<file path="config.mk">
export PLATFORM = sky130hd
export DESIGN_NAME = param_register_file_flat
export DESIGN_NICKNAME = d
export VERILOG_FILES = /design/src/rtl/param_register_file_if.sv /design/src/rtl/param_register_file.sv /design/src/flat_wrapper.sv
export SDC_FILE = /design/constraint.sdc
export NUM_CORES = 1
export LEC_CHECK = 0
export CAP_MARGIN = 20
export CORE_UTILIZATION = 55
export DETAILED_ROUTE_END_ITERATION = 16
export GPL_TIMING_DRIVEN = 0
export PLACE_DENSITY_LB_ADDON = 0.1
export SYNTH_ARGS = -nofsm -noshare
export SYNTH_HDL_FRONTEND = slang
export SYNTH_SLANG_ARGS = --single-unit
</file>
<file path="constraint.sdc">
create_clock -name clk -period 4.2 [get_ports clk]
set_input_delay 0.42 -clock clk [delete_from_list [all_inputs] [get_ports clk]]
set_output_delay 0.42 -clock clk [all_outputs]
set_load 0.005 [all_outputs]
</file>
<file path="src/rtl/param_register_file_if.sv">
// Bus bundle between the decode/writeback logic and the register file.
// The master drives write, read-address and mark strobes; the slave (the
// register file) returns read data, busy status and the registered flags.
interface param_register_file_if #(
  parameter int WORD_LENGTH = 8,
  parameter int ADDR_WIDTH  = 2
);
  localparam int DEPTH = 2 ** ADDR_WIDTH;

  logic                   write_reg_en;
  logic [ADDR_WIDTH-1:0]  write_reg;
  logic [WORD_LENGTH-1:0] write_data;
  logic                   carry_in;
  logic                   flags_en;
  logic [ADDR_WIDTH-1:0]  read_reg1;
  logic [ADDR_WIDTH-1:0]  read_reg2;
  logic [WORD_LENGTH-1:0] read_data1;
  logic [WORD_LENGTH-1:0] read_data2;
  logic                   mark_en;
  logic [ADDR_WIDTH-1:0]  mark_reg;
  logic                   busy1;
  logic                   busy2;
  logic [DEPTH-1:0]       busy_vec;
  logic [2:0]             CZN_from_RF;

  modport master (
    output write_reg_en, write_reg, write_data, carry_in, flags_en,
    output read_reg1, read_reg2, mark_en, mark_reg,
    input  read_data1, read_data2, busy1, busy2, busy_vec, CZN_from_RF
  );

  modport slave (
    input  write_reg_en, write_reg, write_data, carry_in, flags_en,
    input  read_reg1, read_reg2, mark_en, mark_reg,
    output read_data1, read_data2, busy1, busy2, busy_vec, CZN_from_RF
  );
endinterface

</file>
<file path="src/rtl/param_register_file.sv">
// Parametrised register file: one synchronous write port, two combinational
// read ports with optional same-cycle write forwarding, registered C/Z/N
// flags and a per-register busy scoreboard for stalling on pending writes.
module param_register_file #(
  parameter int WORD_LENGTH = 8,
  parameter int ADDR_WIDTH  = 2,
  parameter int BYPASS      = 1
) (
  input logic                clk,
  input logic                rst,
  param_register_file_if.slave rf
);
  localparam int DEPTH = 2 ** ADDR_WIDTH;

  logic [WORD_LENGTH-1:0] r_regs [DEPTH];
  logic [DEPTH-1:0]       r_busy;
  logic [2:0]             r_czn;

  logic [DEPTH-1:0]       w_busyNext;
  logic                   w_hit1;
  logic                   w_hit2;
  logic                   w_markHit1;
  logic                   w_markHit2;
  logic                   w_flagZ;
  logic                   w_flagN;

  // Register array: only the addressed entry changes on a write.
  always_ff @(posedge clk) begin
    if (rst) begin
      for (int i = 0; i < DEPTH; i++) begin
        r_regs[i] <= '0;
      end
    end else if (rf.write_reg_en) begin
      r_regs[rf.write_reg] <= rf.write_data;
    end
  end

  // Flag values derived from the word being written this cycle.
  always_comb begin
    w_flagZ = (rf.write_data == '0);
    w_flagN = rf.write_data[WORD_LENGTH-1];
  end

  // Flags only move when a write carries flags_en; they are never forwarded.
  always_ff @(posedge clk) begin
    if (rst) begin
      r_czn <= 3'b000;
    end else if (rf.write_reg_en && rf.flags_en) begin
      r_czn <= {w_flagN, w_flagZ, rf.carry_in};
    end
  end

  // Next scoreboard: clear on write first, then set on mark so a new producer wins.
  always_comb begin
    w_busyNext = r_busy;
    if (rf.write_reg_en) begin
      w_busyNext[rf.write_reg] = 1'b0;
    end
    if (rf.mark_en) begin
      w_busyNext[rf.mark_reg] = 1'b1;
    end
  end

  // Scoreboard state register.
  always_ff @(posedge clk) begin
    if (rst) begin
      r_busy <= '0;
    end else begin
      r_busy <= w_busyNext;
    end
  end

  // Forwarding hits: a write to the read address this cycle, when bypass is built in.
  always_comb begin
    w_hit1     = (BYPASS != 0) && rf.write_reg_en && (rf.write_reg == rf.read_reg1);
    w_hit2     = (BYPASS != 0) && rf.write_reg_en && (rf.write_reg == rf.read_reg2);
    w_markHit1 = rf.mark_en && (rf.mark_reg == rf.read_reg1);
    w_markHit2 = rf.mark_en && (rf.mark_reg == rf.read_reg2);
  end

  // Read ports and busy status; a forwarded write hides busy unless re-marked this cycle.
  always_comb begin
    rf.read_data1 = w_hit1 ? rf.write_data : r_regs[rf.read_reg1];
    rf.read_data2 = w_hit2 ? rf.write_data : r_regs[rf.read_reg2];
    rf.busy1      = (w_hit1 && !w_markHit1) ? 1'b0 : r_busy[rf.read_reg1];
    rf.busy2      = (w_hit2 && !w_markHit2) ? 1'b0 : r_busy[rf.read_reg2];
    rf.busy_vec    = r_busy;
    rf.CZN_from_RF = r_czn;
  end
endmodule

</file>
<file path="src/flat_wrapper.sv">
// flat-port wrapper written by rule: the top's interface ports become plain ports
module param_register_file_flat 
#(
  parameter int WORD_LENGTH = 8,
  parameter int ADDR_WIDTH  = 2,
  parameter int BYPASS      = 1
)
  (clk, rst, rf_write_reg_en, rf_write_reg, rf_write_data, rf_carry_in, rf_flags_en, rf_read_reg1, rf_read_reg2, rf_mark_en, rf_mark_reg, rf_read_data1, rf_read_data2, rf_busy1, rf_busy2, rf_busy_vec, rf_CZN_from_RF);
  param_register_file_if #(.WORD_LENGTH(WORD_LENGTH), .ADDR_WIDTH(ADDR_WIDTH)) rf_i ();
  input logic clk;
  input logic rst;
  input wire logic [$bits(rf_i.write_reg_en)-1:0] rf_write_reg_en;
  input wire logic [$bits(rf_i.write_reg)-1:0] rf_write_reg;
  input wire logic [$bits(rf_i.write_data)-1:0] rf_write_data;
  input wire logic [$bits(rf_i.carry_in)-1:0] rf_carry_in;
  input wire logic [$bits(rf_i.flags_en)-1:0] rf_flags_en;
  input wire logic [$bits(rf_i.read_reg1)-1:0] rf_read_reg1;
  input wire logic [$bits(rf_i.read_reg2)-1:0] rf_read_reg2;
  input wire logic [$bits(rf_i.mark_en)-1:0] rf_mark_en;
  input wire logic [$bits(rf_i.mark_reg)-1:0] rf_mark_reg;
  output wire logic [$bits(rf_i.read_data1)-1:0] rf_read_data1;
  output wire logic [$bits(rf_i.read_data2)-1:0] rf_read_data2;
  output wire logic [$bits(rf_i.busy1)-1:0] rf_busy1;
  output wire logic [$bits(rf_i.busy2)-1:0] rf_busy2;
  output wire logic [$bits(rf_i.busy_vec)-1:0] rf_busy_vec;
  output wire logic [$bits(rf_i.CZN_from_RF)-1:0] rf_CZN_from_RF;
  assign rf_i.write_reg_en = rf_write_reg_en;
  assign rf_i.write_reg = rf_write_reg;
  assign rf_i.write_data = rf_write_data;
  assign rf_i.carry_in = rf_carry_in;
  assign rf_i.flags_en = rf_flags_en;
  assign rf_i.read_reg1 = rf_read_reg1;
  assign rf_i.read_reg2 = rf_read_reg2;
  assign rf_i.mark_en = rf_mark_en;
  assign rf_i.mark_reg = rf_mark_reg;
  assign rf_read_data1 = rf_i.read_data1;
  assign rf_read_data2 = rf_i.read_data2;
  assign rf_busy1 = rf_i.busy1;
  assign rf_busy2 = rf_i.busy2;
  assign rf_busy_vec = rf_i.busy_vec;
  assign rf_CZN_from_RF = rf_i.CZN_from_RF;
  param_register_file #(.WORD_LENGTH(WORD_LENGTH), .ADDR_WIDTH(ADDR_WIDTH), .BYPASS(BYPASS)) u_core (.clk(clk), .rst(rst), .rf(rf_i));
endmodule
</file>
[After elaboration in Yosys (flattened, before gate mapping)]
Memories as Yosys holds them, arrays and structs flattened.
Index checks and enable logic that the tools add are counted.
Operators by class
  bitwise operators: 3
  reduce and logical (&&, ||, !) cells: 13
  order comparisons: 6
  multiplexer cells: 22
  eq/ne operators: 4
Operators with widths (number)
  $mux W8: 3
  $lt A2 B3 Y1 const B: 4
  $mux W1: 12
  $logic_and A1 B1 Y1: 9
  $eq A2 B2 Y1: 4
  $logic_not A8 Y1: 1
  $mux W4: 2
  $reduce_or A8 Y1: 1
  $and A4 B4 Y4: 1
  $bmux W1 S2: 2
  $demux W1 S2: 2
  $ge A2 B1 Y1 const B: 2
  $not A4 Y4: 1
  $or A4 B4 Y4: 1
  $logic_not A1 Y1: 2
  $mux W2: 1
Word-level totals
  logic and storage cells: 51
  bits in registers: 7
  output and inout port bits: 25
  bits of input ports: 22
  memories kept: 1
  bits in writable memories: 32
Memory list
  u_core.r_regs: words 4, width 8, read ports 2, clocked after Yosys merged registers in 0, write ports 4, line param_register_file.sv:15  | logic [WORD_LENGTH-1:0] r_regs [DEPTH];

[Longest topological paths before layout]
Gate-level depths: netlist (run 1).
  word-level depth: 9
  depth in mapped cells: 5
  depth with buffers taken out: 3

[Worst setup path before layout (run 1)]
Ideal clock, no wire load.
  path kind: input -> output
  start: input port rf_read_reg1[0]
  end: output port rf_read_data1[0]
  arrival time: 1.328 ns
  slack: 2.452 ns
  data required time: 3.780 ns
  path buffers: 1
  stages: 3
  cell sequence: buf_6 mux4_2 mux2_4
Between the ends
  cells in the longest elaborated chain, start to end: 3
  elaborated cells on any way between the ends: 4
  those cells by class: eq/ne (1); mux (1); reduce/logical (1); memory (1)
Ends and longest elaborated chain
  start, declared: line flat_wrapper.sv:17  | input wire logic [$bits(rf_i.read_reg1)-1:0] rf_read_reg1;
  parallel branches: the longest is 2 deep, another holds $mem_v2 Z4 W8
  $mux W8 (*): line param_register_file.sv:83  | rf.read_data1 = w_hit1 ? rf.write_data : r_regs[rf.read_reg1];
  end, declared: line flat_wrapper.sv:21  | output wire logic [$bits(rf_i.read_data1)-1:0] rf_read_data1;
Every way passes the cells marked *.

[Worst setup path after layout (run 1)]
  start: input port rf_read_reg2[0]
  end: output port rf_read_data2[5]
Between the ends
  cells in the longest elaborated chain, start to end: 3
  elaborated cells on any way between the ends: 4
  those cells by class: eq/ne (1); mux (1); reduce/logical (1); memory (1)
Ends and longest elaborated chain
  start, declared: line flat_wrapper.sv:18  | input wire logic [$bits(rf_i.read_reg2)-1:0] rf_read_reg2;
  parallel branches: the longest is 2 deep, another holds $mem_v2 Z4 W8
  $mux W8 (*): line param_register_file.sv:84  | rf.read_data2 = w_hit2 ? rf.write_data : r_regs[rf.read_reg2];
  end, declared: line flat_wrapper.sv:22  | output wire logic [$bits(rf_i.read_data2)-1:0] rf_read_data2;
Marks and branches as above.

==> flow_metrics.env, run 1 <==
export IMPL_status="finished, final reports clean"
export IMPL_fin_crit_sh_pct=67.71
export IMPL_netlist_top_cell_by_area="edfxtp_1"
export IMPL_drt_antenna_violating_nets=0
export IMPL_cts_buffer_depth=2
export IMPL_initial_utilization_pct=57.59
export IMPL_ctsResizeCount=0
export IMPL_grt_total_usage_pct=27.51
export IMPL_dr_pass1_iters=4
export IMPL_clkTransAtPathRegs_ns=0.07
export IMPL_synth_area_leaders="edfxtp_1 42%, mux4_2 14%, mux2_4 9.1%, dfxtp_1 6.1%, mux4_1 4.6%"
export IMPL_synth_area_mm2=0.002303
export IMPL_p_comb_share_pct=25.1
export IMPL_drive_gt1_share_pct=23.42
export IMPL_grt_pass1_vias=1651
export IMPL_synthCells=170
export IMPL_worst_setup_path_start_kind="input pin"
export IMPL_core_area_mm2=0.004000
export IMPL_chipHeight_um=66.72
export IMPL_cts_buffers=5
export IMPL_hp_class="reg2reg"
export IMPL_rsz0062_at_grt="false"
export IMPL_netSwitchingFraction_pct=24.46
export IMPL_cts_setup_buffers=0
export IMPL_worst_pin_slew_ns=0.9710
export IMPL_ys_types=30
export IMPL_vias=1612
export IMPL_ir_worst_vdd_mv=0.2434
export IMPL_ys_flop_type="edfxtp_1"
export IMPL_insertion_delay_ns=0.29
export IMPL_clockPowerShare_pct=25.3
export IMPL_grt_pass1_wl_mm=8.342
export IMPL_hold_worst_slack_ns=0.4748
export IMPL_portBuffers=45
export IMPL_p_int_w=0.0007003
export IMPL_diodes=0
export IMPL_crit_path_end_kind="output pin"
export IMPL_h_tree_depth=2
export IMPL_grt_overflow=0
export IMPL_synthTopCellsByCount="32 x edfxtp_1, 24 x nor2_1, 14 x mux2_4, 14 x mux4_2, 12 x nand2_1"
export IMPL_ys_ff_latch=39
export IMPL_fin_skew_ns=0
export IMPL_rows=23
export IMPL_arrival_ns=2.42
export IMPL_drt_wl_total_mm=5.369
export IMPL_finalSetupViolCount=0
export IMPL_hold_buffers=0
export IMPL_fin_crit_ns=2.844
export IMPL_drt_iter0_markers=74
export IMPL_boundaryPins=47
export IMPL_grt_max_degree=12
export IMPL_cap_violations=0
export IMPL_post_route_drc_count=0
export IMPL_finalMaxSlewViolations=0
export IMPL_viasPerCell=5.926
export IMPL_detailed_place_hpwl_mm=3.726
export IMPL_globalplace_congestion=0.8216
export IMPL_pwr_share_seq_pct=49.6
export IMPL_die_x_um=66.72
export IMPL_path_max_fanout=10
export IMPL_synth_edf_count=32
export IMPL_design_die_area_mm2=0.004451
export IMPL_power_leakage_nw=1.114
export IMPL_syn_to_final_growth_pct=25.64
export IMPL_maxSlewHeadroom_pct=35.13
export IMPL_yosysTopAreaCellShare_pct=41.72
export IMPL_timing_final_hold_violations=0
export IMPL_clkSinkCount=39
export IMPL_final_util_pct=72.35
export IMPL_avgSynthCellArea_um2=13.55
export IMPL_synthesis_nets=192
export IMPL_cts_tree="built"
export IMPL_switchingPower_w=0.0002268
export IMPL_clock_root_buffer="clkbuf_8"
export IMPL_yosysWarnings=0
export IMPL_clock_fmax_mhz=351.7
export IMPL_final_nets=244
export IMPL_crit_type="in2out"
export IMPL_fin_tns_setup_ns=0
export IMPL_yosysSeqAreaShare_pct=47.80
export IMPL_antenna_found_initial=0
export IMPL_wire_per_inst_um=19.74
export IMPL_postSynth_asyncResetShare_pct=0
export IMPL_worstPathRequired_ns=3.78
export IMPL_pwr_density_cell_mw_per_mm2=320.3
export IMPL_synth_most_common_cell="edfxtp_1"
## sequential cells by signal (all words and copies together), names as in the netlist
| signal | cells |
|---|---|
| u_core.rf.busy_vec | 4 |
| u_core.rf.CZN_from_RF | 3 |
| u_core.r_regs | 32 |
## power by group through the flow
stage	Sequential, W	Combinational [W]	Clock, W
2_1_floorplan	0.000464	0.000128	0
3_3_place_gp	0.000464	0.000227	0
3_5_place_dp	0.000468	0.000233	0
4_1_cts	0.000460	0.000235	0.000234
5_1_grt	0.000463	0.000248	0.000251
6_report	0.000460	0.000233	0.000235
## worst paths after layout
path | startpoint | endpoint | slack (ns) | depth (start not counted)
worst min register to register | u_core.rf.CZN_from_RF[2] | u_core.rf.CZN_from_RF[2] | 0.47 | 2
worst max register to register | u_core.rf.busy_vec[2] | u_core.rf.busy_vec[2] | 3.53 | 2
worst max-delay path | rf_read_reg2[0] | rf_read_data2[5] | 1.36 | 5
worst min-delay path | u_core.rf.CZN_from_RF[2] | u_core.rf.CZN_from_RF[2] | 0.47 | 2
## layout by cell type, fill, tap and decap left out, types with 3 or more instances in the layout
cell and n:
clkdlybuf4s50_1 45, mux4_2 14, dfxtp_1 7, inv_1 10, o21ai_0 4, xnor2_1 6
edfxtp_1 32, a21oi_1 6, buf_2 7, nor2_1 24, clkbuf_8 5, nand2_1 12
o21bai_1 3, mux4_1 4, mux2_4 14
## critical path: stages
cell	delay [ns]
clkdlybuf4s50_1	0.53
buf_6	0.22
mux4_2	0.52
mux2_4	0.28
clkdlybuf4s50_1	0.44
## logic make-up after synthesis
kind of cell              count (synthesis)  share of synthesized area [%]
muxes                                    34                          28.35
AOI/OAI and AO/OA                        16                          4.182
DFF                                      39                          47.80
xor gates and xnor gates                  8                          3.694
buffers and inverters                    20                          4.291
and+or+nand+nor                          53                          11.68
## stage by stage
step	cell area, um2	instances	power, W	setup WS, ns
floorplan	2303	170	0.0005912	2.452
global placement	2816	265	0.0006917	1.408
detailed placement	2816	265	0.0007016	1.358
CTS	2894	272	0.0009290	1.353
global route	2894	272	0.0009621	1.321
finish	2894	272	0.0009270	1.356
## cell type report
type,count,area (um2)
Tap cell,50,62.56
Timing Repair Buffer,45,450.4
Inverter,10,37.54
Buffer,10,61.31
Fill cell,272,1106
Sequential cell,39,1101
Clock inverter,2,8.758
Multi-Input combinational cell,111,1104
Clock buffer,5,68.82
## layer usage
layer	GRT usage, %	vias to the layer above	share of wire (%)
li1	-	743	-
met5	0	-	0
met3	5.993	12	4.1
met2	47.85	57	52
met1	32.99	800	42
met4	10.64	0	2.0
No activity file was read; power rests on OpenSTA's default activity.
==> run 2, diff against run 1 <==
- CORE_UTILIZATION: 55 -> 51
- clock period: 4.2 -> 2.75 ns (I/O delays scaled with it)
==> run 2 against run 1 <==
Hold slack got worse by 0.13 ns. Sequential power rose by 53%. Combinational power rose by 53%. Worst setup slack got worse by 1.2 ns. Die area rose by 7.6%. Critical path depth did not move. Clock power rose by 59%. First-iteration DRC count rose by 54%. Count of clock-buffer cells in the layout rose by 1. Clock skew did not move. Register-to-register slack got worse by 1.5 ns. Highest routed layer unchanged.
==> flow_metrics.env, run 2 (same netlist as run 1, synthesis figures left out) <==
export IMPL_hold_buffers=0
export IMPL_grt_pass1_vias=1686
export IMPL_cts_tree="built"
export IMPL_design_area_mm2=0.002899
export IMPL_globalplace_congestion=0.8173
export IMPL_min_from="rf_write_reg_en"
export IMPL_p_total_w=0.001432
export IMPL_grt_pass1_wl_mm=8.631
export IMPL_crit_type="in2out"
export IMPL_grt_total_usage_pct=24.61
export IMPL_hold_depth=3
export IMPL_r2r_cells=2
export IMPL_ir_worst_vdd_mv=0.3692
export IMPL_cts_setup_buffers=0
export IMPL_worstPathRequired_ns=2.48
export IMPL_power_leakage_nw=1.113
export IMPL_clockPowerShare_pct=26.1
export IMPL_wire_per_inst_um=20.01
export IMPL_clock_root_buffer="clkbuf_8"
export IMPL_whs_endpoint="u_core.rf.CZN_from_RF[1]"
export IMPL_finalSetupViolCount=0
export IMPL_fin_tns_setup_ns=0
export IMPL_crit_reg2reg_launch="u_core.rf.busy_vec[2]"
export IMPL_fin_crit_ns=2.557
export IMPL_vias=1648
export IMPL_final_common_cell="clkdlybuf4s50_1"
export IMPL_ctsResizeCount=0
export IMPL_drt_antenna_violating_nets=0
export IMPL_crit_start="rf_read_reg2[0]"
export IMPL_core_area_mm2=0.004354
export IMPL_p_int_w=0.001074
export IMPL_worst_setup_path_start_kind="input pin"
export IMPL_chipHeight_um=69.21
export IMPL_dr_pass1_iters=4
export IMPL_boundaryPins=47
export IMPL_clkTransAtPathRegs_ns=0.08
export IMPL_detailed_place_hpwl_mm=3.769
export IMPL_portBuffers=45
export IMPL_fin_skew_ns=0
export IMPL_die_x_um=69.21
export IMPL_netSwitchingFraction_pct=25.01
export IMPL_cts_buffers=5
export IMPL_insertion_delay_ns=0.30
export IMPL_hp_class="in2reg"
export IMPL_drt_wl_total_mm=5.502
export IMPL_rsz0062_at_grt="false"
export IMPL_maxSlewHeadroom_pct=30.22
export IMPL_pwr_share_seq_pct=49.1
export IMPL_status="finished, final reports clean"
export IMPL_pwr_density_cell_mw_per_mm2=494.0
export IMPL_final_cell_mix="45 x clkdlybuf4s50_1, 32 x edfxtp_1, 24 x nor2_1"
export IMPL_worst_pin_slew_ns=1.045
export IMPL_grt_overflow=0
export IMPL_cap_violations=0
export IMPL_clkSinkCount=39
export IMPL_rows=24
export IMPL_p_comb_share_pct=24.8
export IMPL_path_max_fanout=10
export IMPL_post_route_drc_count=0
export IMPL_timing_final_hold_violations=0
export IMPL_arrival_ns=2.28
export IMPL_design_die_area_mm2=0.004789
export IMPL_final_nets=244
export IMPL_switchingPower_w=0.0003582
export IMPL_viasPerCell=5.993
export IMPL_grt_max_degree=12
export IMPL_drt_iter0_markers=114
export IMPL_rrSetupSlack_ns=2.07
export IMPL_initial_utilization_pct=52.90
export IMPL_final_util_pct=66.58
export IMPL_h_tree_depth=2
export IMPL_cts_buffer_depth=2
export IMPL_drive_gt1_share_pct=22.87
export IMPL_dpl_cell_area_mm2=0.002819
export IMPL_finalMaxSlewViolations=0
export IMPL_antenna_found_initial=0
export IMPL_clock_fmax_mhz=391.1
export IMPL_top_register="u_core.r_regs"
export IMPL_largest_reg_flops=32
export IMPL_diodes=0
export IMPL_r2r_end="u_core.rf.busy_vec[2]"
export IMPL_crit_path_end_kind="output pin"
export IMPL_syn_to_final_growth_pct=25.86
export IMPL_fin_crit_sh_pct=92.99
==> run 2: cell count changes in the layout (fill, tap and decap cells not counted), sizes merged <==
cell and delta:
clkbuf +1
==> run 2: worst max-delay path by stage <==
stage | end | slack, ns
6_report | rf_read_data2[2] | 0.19
5_1_grt | rf_read_data1[4] | 0.15
4_1_cts | rf_read_data2[6] | 0.19
3_5_place_dp | rf_read_data2[2] | 0.19
3_3_place_gp | rf_read_data2[2] | 0.21
2_1_floorplan | u_core.r_regs[0][0] | 1.22
==> run 2: routing by layer <==
layer  share of wire [%]  GRT usage (%)  up-vias
met1                  37          27.61      821
met3                 5.5          6.977       15
met5                   0              0        -
met4                 3.0          14.29        0
met2                  55          41.75       66
li1                    -              -      746
==> run 2: area by class of cell <==
type,instances,area [um2]
fillers,332,1455
multi-input cells,111,1104
flip-flops and latches,39,1101
repair buffers,45,450.4
clock buffers,6,72.57
well taps,52,65.06
plain buffers,10,61.31
inverters,10,37.54
clock inverters,2,7.507
==> run 2: power by group through the flow <==
stage	Combinational (W)	Sequential [W]	Clock (W)
floorplan	0.000195	0.000708	0
global placement	0.000349	0.000710	0
detailed placement	0.000356	0.000716	0
CTS	0.000357	0.000703	0.000379
global route	0.000377	0.000707	0.000407
finish	0.000356	0.000703	0.000374
==> run 2: critical path, stage by stage <==
cell and delay, ns:
clkdlybuf4s50_1 0.53, buf_6 0.22, mux4_2 0.54, mux2_4 0.27, clkdlybuf4s50_1 0.44
==> run 2: stage by stage <==
stage / setup WS, ns / hold slack (ns) / std cells
5_1_grt: 0.1533 / 0.3625 / 275
2_1_floorplan: 1.224 / 0.4225 / 170
3_3_place_gp: 0.2095 / 0.4487 / 267
6_report: 0.1928 / 0.3459 / 275
3_5_place_dp: 0.1897 / 0.4572 / 267
4_1_cts: 0.1933 / 0.3450 / 275
==> run 3, diff against run 2 <==
- CORE_UTILIZATION: 51 -> 55
- CTS_CLUSTER_DIAMETER: unset -> 100
- clock period: 2.75 -> 3.06 ns (I/O delays scaled with it)
==> results of run 3 <==
Same layout as run 1 (identical final DEF). Status: finished, final reports clean.
Main changes from that run: setup slack after placement 1.358 ns -> 0.4313 ns; setup slack after layout 1.356 ns -> 0.4443 ns; hold slack 0.4748 ns -> 0.3898 ns; register-to-register setup slack 3.53 ns -> 2.39 ns; end point of the worst hold path u_core.rf.CZN_from_RF[2] -> u_core.rf.CZN_from_RF[1]; total power 0.0009270 W -> 0.001272 W; worst IR drop on VDD 0.2434 mV -> 0.3340 mV
